$ cat config.mk
export PLATFORM = sky130hd
export DESIGN_NAME = kairo_reg_dbgctl
export DESIGN_NICKNAME = d
export VERILOG_FILES = /design/src/rtl/kairo_reg_dbgctl.sv
export SDC_FILE = /design/constraint.sdc
export NUM_CORES = 1
export LEC_CHECK = 0
export ABC_AREA = 1
export CAP_MARGIN = 20
export CORE_MARGIN = 2
export CORE_UTILIZATION = 40
export DETAILED_ROUTE_END_ITERATION = 6
export GPL_TIMING_DRIVEN = 0
export PLACE_DENSITY_LB_ADDON = 0.2
export SETUP_SLACK_MARGIN = 0.1
export SLEW_MARGIN = 20
export SYNTH_ARGS = -nofsm -noshare
export SYNTH_HDL_FRONTEND = slang
export SYNTH_SLANG_ARGS = --single-unit
$ cat constraint.sdc
create_clock -name clk -period 4.26 [get_ports clk]
set_input_delay 0.426 -clock clk [delete_from_list [all_inputs] [get_ports clk]]
set_output_delay 0.426 -clock clk [all_outputs]
set_load 0.02 [all_outputs]
$ cat src/rtl/kairo_reg_dbgctl.sv
// kairo_reg_dbgctl: debug-side controller for the kairo register file access port.
// Takes one read/write request at a time from the debug bus, halts the core,
// runs the AR_* access sequence (1-cycle registered read latency), returns data
// with a one-cycle ACK, then releases the halt.
//
// Configuration macro: KAIRO_DBG_STICKY_HALT_EN
//   defined   : core halt is kept after DONE until dbg_resume is seen in IDLE
//   undefined : halt released in DONE, dbg_resume ignored
//
// Ports:
//   clk, rst_n      clock, async active-low reset
//   dbg_req         request level, held until dbg_ack
//   dbg_wr          1 = write, 0 = read (valid with dbg_req)
//   dbg_addr        register index
//   dbg_wdata       write data
//   dbg_resume      release sticky halt
//   dbg_ack         one-cycle completion pulse
//   dbg_err         valid with dbg_ack: halt timeout, no access performed
//   dbg_rdata       read data, held until the next ack
//   core_halt_req   ask the core to drain and stop issuing writes
//   core_halted     core drained, no register write in flight
//   ar_en, ar_wr    access port enable / write
//   ar_ad, ar_di    access address / write data
//   ar_do           access read data (valid one cycle after ar_en)
module kairo_reg_dbgctl #(
   parameter int unsigned HALT_TIMEOUT = 255
) (
   input  logic        clk,
   input  logic        rst_n,
   input  logic        dbg_req,
   input  logic        dbg_wr,
   input  logic [4:0]  dbg_addr,
   input  logic [31:0] dbg_wdata,
   input  logic        dbg_resume,
   output logic        dbg_ack,
   output logic        dbg_err,
   output logic [31:0] dbg_rdata,
   output logic        core_halt_req,
   input  logic        core_halted,
   output logic        ar_en,
   output logic        ar_wr,
   output logic [4:0]  ar_ad,
   output logic [31:0] ar_di,
   input  logic [31:0] ar_do
);

   localparam int unsigned AW = 5;
   localparam int unsigned DW = 32;
   localparam int unsigned CW = (HALT_TIMEOUT > 0) ? $clog2(HALT_TIMEOUT + 1) : 1;

`ifdef KAIRO_DBG_STICKY_HALT_EN
   localparam bit STICKY = 1'b1;
`else
   localparam bit STICKY = 1'b0;
`endif

   typedef enum logic [2:0] {
      S_IDLE   = 3'd0,
      S_HALT   = 3'd1,
      S_ACCESS = 3'd2,
      S_RDWAIT = 3'd3,
      S_DONE   = 3'd4
   } state_t;

   state_t          state_q, state_d;
   logic [CW-1:0]   cnt_q, cnt_d, cnt_inc;
   logic            wr_q, wr_d;
   logic [AW-1:0]   addr_q, addr_d;
   logic [DW-1:0]   wdata_q, wdata_d;
   logic            hold_q, hold_d;

   logic            ack_d, err_d, halt_req_d, en_d, arwr_d;
   logic [AW-1:0]   ad_d;
   logic [DW-1:0]   di_d, rdata_d;
   logic            addr_nz_c;

   // Register 0 is never touched on the access port.
   assign addr_nz_c = |addr_q;

   // State, latched request, and registered outputs.
   always_ff @(posedge clk or negedge rst_n) begin
      if (!rst_n) begin
         state_q       <= S_IDLE;
         cnt_q         <= '0;
         wr_q          <= 1'b0;
         addr_q        <= '0;
         wdata_q       <= '0;
         hold_q        <= 1'b0;
         dbg_ack       <= 1'b0;
         dbg_err       <= 1'b0;
         dbg_rdata     <= '0;
         core_halt_req <= 1'b0;
         ar_en         <= 1'b0;
         ar_wr         <= 1'b0;
         ar_ad         <= '0;
         ar_di         <= '0;
      end else begin
         state_q       <= state_d;
         cnt_q         <= cnt_d;
         wr_q          <= wr_d;
         addr_q        <= addr_d;
         wdata_q       <= wdata_d;
         hold_q        <= hold_d;
         dbg_ack       <= ack_d;
         dbg_err       <= err_d;
         dbg_rdata     <= rdata_d;
         core_halt_req <= halt_req_d;
         ar_en         <= en_d;
         ar_wr         <= arwr_d;
         ar_ad         <= ad_d;
         ar_di         <= di_d;
      end
   end

   // Next state; output values are those of the state being entered.
   always_comb begin
      state_d    = state_q;
      cnt_d      = cnt_q;
      wr_d       = wr_q;
      addr_d     = addr_q;
      wdata_d    = wdata_q;
      hold_d     = hold_q;
      ack_d      = 1'b0;
      err_d      = 1'b0;
      halt_req_d = hold_q;
      en_d       = 1'b0;
      arwr_d     = 1'b0;
      ad_d       = '0;
      di_d       = '0;
      rdata_d    = dbg_rdata;
      cnt_inc    = cnt_q + CW'(1);

      case (state_q)
         S_IDLE: begin
            if (dbg_req) begin
               wr_d       = dbg_wr;
               addr_d     = dbg_addr;
               wdata_d    = dbg_wdata;
               cnt_d      = '0;
               halt_req_d = 1'b1;
               state_d    = S_HALT;
            end else if (STICKY && dbg_resume) begin
               hold_d     = 1'b0;
               halt_req_d = 1'b0;
            end
         end

         S_HALT: begin
            halt_req_d = 1'b1;
            cnt_d      = cnt_inc;
            if (core_halted) begin
               state_d = S_ACCESS;
               cnt_d   = '0;
               en_d    = addr_nz_c;
               arwr_d  = addr_nz_c && wr_q;
               ad_d    = addr_nz_c ? addr_q : '0;
               di_d    = (addr_nz_c && wr_q) ? wdata_q : '0;
            end else if ((HALT_TIMEOUT != 0) && (cnt_inc == CW'(HALT_TIMEOUT))) begin
               // Core never drained: give up without touching the register file.
               state_d    = S_DONE;
               cnt_d      = '0;
               ack_d      = 1'b1;
               err_d      = 1'b1;
               hold_d     = 1'b0;
               halt_req_d = 1'b0;
            end
         end

         S_ACCESS: begin
            if (wr_q) begin
               state_d    = S_DONE;
               ack_d      = 1'b1;
               hold_d     = STICKY;
               halt_req_d = STICKY;
            end else begin
               // Keep the read address up while the registered read returns.
               state_d    = S_RDWAIT;
               halt_req_d = 1'b1;
               en_d       = addr_nz_c;
               ad_d       = addr_nz_c ? addr_q : '0;
            end
         end

         S_RDWAIT: begin
            state_d    = S_DONE;
            ack_d      = 1'b1;
            rdata_d    = addr_nz_c ? ar_do : '0;
            hold_d     = STICKY;
            halt_req_d = STICKY;
         end

         S_DONE: begin
            state_d = S_IDLE;
         end

         default: begin
            state_d = S_IDLE;
         end
      endcase
   end

endmodule

Word-level counts from Yosys, hierarchy flattened
Cells that the tools add are included.

cells by class
  $add $sub $neg = 1
  eq/ne operators = 9
  mux-type cells = 36
  reductions and logical operators = 9

operator list
  cell                 number
  $mux 32              4
  $mux 8               3
  $pmux 8 s2           1
  $mux 1               15
  $mux 5               3
  $mux 3               4
  $pmux 3 s4           1
  $pmux 5 s2           1
  $add 8x1->8 const B  1
  $eq 8x8->1 const B   1
  $ne 2x2->1 const B   4
  $eq 3x2->1 const B   2
  $pmux 1 s3           2
  $reduce_and 2->1     3
  $reduce_or 5->1      1
  $pmux 1 s4           1
  $reduce_and 4->1     1
  $eq 3x1->1 const B   1
  $logic_not 3->1      1
  $ne 3x3->1 const B   1
  $reduce_bool 3->1    1
  $pmux 1 s2           1
  $reduce_bool 2->1    1
  $logic_and 1x1->1    1

word-level totals
  register bits = 124
  bits of input ports = 75
  output and inout bits = 74
  logic and storage cells = 69

Longest topological paths before layout
  depth in word-level cells = 5
  mapped depth = 10
  depth with buffers taken out = 10

Least setup slack after synthesis
No wires, ideal clock.

  path type = register to register
  start = reg cnt_q[0]
  end = reg state_q[0]
  library setup time = 0.124 ns
  data arrival time = 1.376 ns
  data required time = 4.136 ns
  slack = 2.760 ns
  cell stages (with the launch flop) = 10
  path buffers = 0
  clock period less this slack = 1.500 ns
  cell sequence = dfrtp_1 -> ha_1 -> nand3_1 -> nand2_1 -> nand2_1 -> nand3_1 -> nor2_4 -> nand2_4 -> nand2_4 -> a21oi_2

between the ends
  cells in the longest elaborated chain, start to end = 4

ends and longest elaborated chain
  element                            line  text
  from (decl)                        66    logic [CW-1:0] cnt_q, cnt_d, cnt_inc;
  from (signal assigned)             99    cnt_q <= cnt_d;
  $add 8x1->8                        131   cnt_inc = cnt_q + CW'(1);
  $eq 8x8->1                         158   end else if ((HALT_TIMEOUT != 0) && (cnt_inc == CW'(HALT_TIMEOUT))) begin
  $ne 3x3->1 (no source line)        --
  $reduce_and 2->1 (no source line)  --
  to (signal assigned)               98    state_q <= state_d;
  to (decl)                          65    state_t state_q, state_d;

Every way passes these cells.
A chain may end at the register's enable or synchronous reset.

Worst setup path after layout
  start = reg dbg_rdata[14]
  end = out dbg_rdata[14]

RTL lines
  element                 line  text
  from (decl)             37    output logic [31:0] dbg_rdata,
  from (signal assigned)  106   dbg_rdata <= rdata_d;

No word-level cell between the ends.

==> flow_summary.toml <==
[yosys]
syn_area_sq_um = 4766
syn_nets = 563
yosys_warnings = 0
syn_area_per_cell_sq_um = 9.806
synth.area.top_cells = "dfrtp_1 65%, o21ai_0 7.1%, inv_1 6.6%, nand2_1 5.0%, nand3_1 4.2%"
synth.ff_latch_count = 123
synth_top_area_frac = 0.6458
yosysSeqAreaShare = 0.6458
synth_area_leader_cell = "dfrtp_1"
ys_types = 25
syn-instance-count = 486

[setup_path]
path_cells = "clkdlybuf4s50_1"
reg2reg_to = "state_q[0]"
crit_start = "dbg_rdata[14]"
critPathMaxStageDelay_ps = 620
timing.critical_path.required_ps = 3830
crit_fanout = 2
cp-endpoint = "dbg_rdata[14]"
regToRegStartpoint = "cnt_q[0]"
critPathTopFamily = "buffers and inverters"
ff2ff_path_depth = 9
rrSetupSlack_ps = 2610
crit_type = "reg -> out"
arrival_ps = 1390
crit_slowest_cell = "clkdlybuf4s50_1"
critical_path.endpoint_type = "primary output"
cp_num_cells = 1
startpoint_type = "flop"
cp_num_buf_inv = 1

[outcome]
outcome = "complete, but fails checks"
violations = "design-rule violations"

[power]
power_per_cell_area_nw_per_um2 = 672.6
p_leak_uw = 0.003257
peakVddDrop_uv = 301.1

[sta]
setup_viol = 0
relSlewSlack = 0.7038
finalCritPeriodShare = 0.4263
grt_setup_unrepaired = "false"
drv_slew = 0
fin_crit_ps = 1816
fmax_ghz = 0.5507
fin_setup_tns_ps = 0
fin_skew_ps = 8.409
worst_pin_slew_ps = 444.3
finalHoldViolCount = 0

[floorplanning]
core_sq_um = 11520
ios = 149
rows = 39
dieArea_sq_um = 12800
initial_core_util = 0.4138
die_w_um = 113.2
chipHeight_um = 113.2

[clock_network]
cts_resized = 0
ctsHoldBuffers = 1
postCtsSetupBuffers = 0
cts_max_path_buffers = 2
cts_max_level = 4
numCtsBuffers = 17
cts_num_sinks = 123
path_clk_slew_ps = 50
cts_root_buf = "clkbuf_16"
cts_tree = "done"
insertion_delay_ps = 410

[placement]
place_congestion = 0.7985
place_hpwl_um = 8046
placed_area_sq_um = 6445
dp.cells = 777
port_buffers = 147

[detailed_routing]
via_count = 3753
drtIter0Drc = 263
drt_wl_total_um = 11150
postRouteAntennaNets = 0
route.detailed.drc = 11
first_pass_iters = 6
wl_per_cell_um = 13.77
routed_via_density = 4.633

[global_routing]
grt_pass1_vias = 3862
overflow = 0
grt.total_usage = 0.1849
grt_max_degree = 85
grt_first_pass_wirelength_um = 18480
antenna_found_initial = 0

[job]
maxCapViolations = 0

[layout]
diodes = 0
area_growth_pct = 47.28
final_cells = 810
fill_cells = 957
final_cell_area_sq_um = 7019
layout-drive-gt1-share = 0.09595
fin_nets = 731
mostFrequentLayoutCells = "146 x clkdlybuf4s50_1, 123 x dfrtp_1, 84 x inv_1"
layout_commonest_cell = "clkdlybuf4s50_1"

[hold_path]
worstHoldPathType = "reg -> reg"
-- per-layer routing --
metal,vias to the layer above,global-route usage,part of all wire
li1,1848,-,-
met1,1790,0.2291,0.42
met2,99,0.3018,0.51
met3,16,0.05142,0.048
met4,0,0.08618,0.016
met5,-,0,0
-- stage by stage --
stage	utilization	worst slack (ps)	total power, uW	hold slack [ps]
floorplan	-	2760	2650	130.4
global placement	0.5571	-1919	3348	466.0
detailed placement	0.5596	2344	3398	362.0
CTS	0.6095	2420	4782	484.5
global route	0.6095	2386	5036	499.5
finish	0.6095	2444	4721	483.1
-- tightest hold or removal path, delay by kind of cell, from the launching register on --
kind,cells,cell delay (ps)
buf+inv,1,40
simple gates,1,80
flops,1,320
-- cell families after synthesis --
group,synth area share
AOI/OAI and AO/OA,0.09556
buffers and inverters,0.09294
adders and majority gates,0.005250
and+or+nand+nor,0.1604
DFF,0.6458
-- sequential cells by signal, summed over array words and instances, names as in the netlist --
register	count
ar_wr	1
dbg_err	1
wdata_q	32
dbg_ack	1
wr_q	1
ar_en	1
cnt_q	8
state_q	3
ar_di	32
dbg_rdata	32
ar_ad	5
addr_q	5
core_halt_req	1
-- where the power goes --
part	switching, uW	internal [uW]
clock network	472	885
logic	951	672
registers	169	1570
-- cells in the mapped netlist --
cell / instances
dfrtp_1: 123
inv_1: 84
o21ai_0: 68
nand2_1: 64
nor2_1: 47
nand3_1: 40
clkbuf_1: 8
buf_4: 7
o21ai_1: 7
buf_2: 6
o21ai_2: 5
nand4_1: 4
nor2_4: 4
inv_2: 3
ha_1: 2
nand2_2: 2
nand2_4: 2
nor3_1: 2
o21bai_2: 2
a21oi_1: 1
a21oi_2: 1
clkinv_1: 1
nand3_2: 1
nor2_2: 1
nor3_4: 1
-- area by class of cell --
cell class,count,area (sq um),area share
multi-input combinational,254,1245,0.1774
timing repair buffer,149,1510,0.2152
buffer,21,112.6,0.01604
inverter,88,330.3,0.04706
sequential,123,3078,0.4385
clock inverter,8,92.59,0.01319
tap,143,178.9,0.02549
clock buffer,24,471.7,0.06720
-- how the worst min path moves through the flow --
| stage | from | endpoint | cells after the start |
|---|---|---|---|
| CTS | wdata_q[27] | ar_di[27] | 2 |
| global placement | wdata_q[7] | ar_di[7] | 2 |
| detailed placement | rst_n | ar_di[6] | 1 |
| finish | wdata_q[29] | ar_di[29] | 2 |
| global route | wdata_q[2] | ar_di[2] | 2 |
| floorplan | rst_n | addr_q[0] | 0 |
No activity file was read; power rests on OpenSTA's default activity.
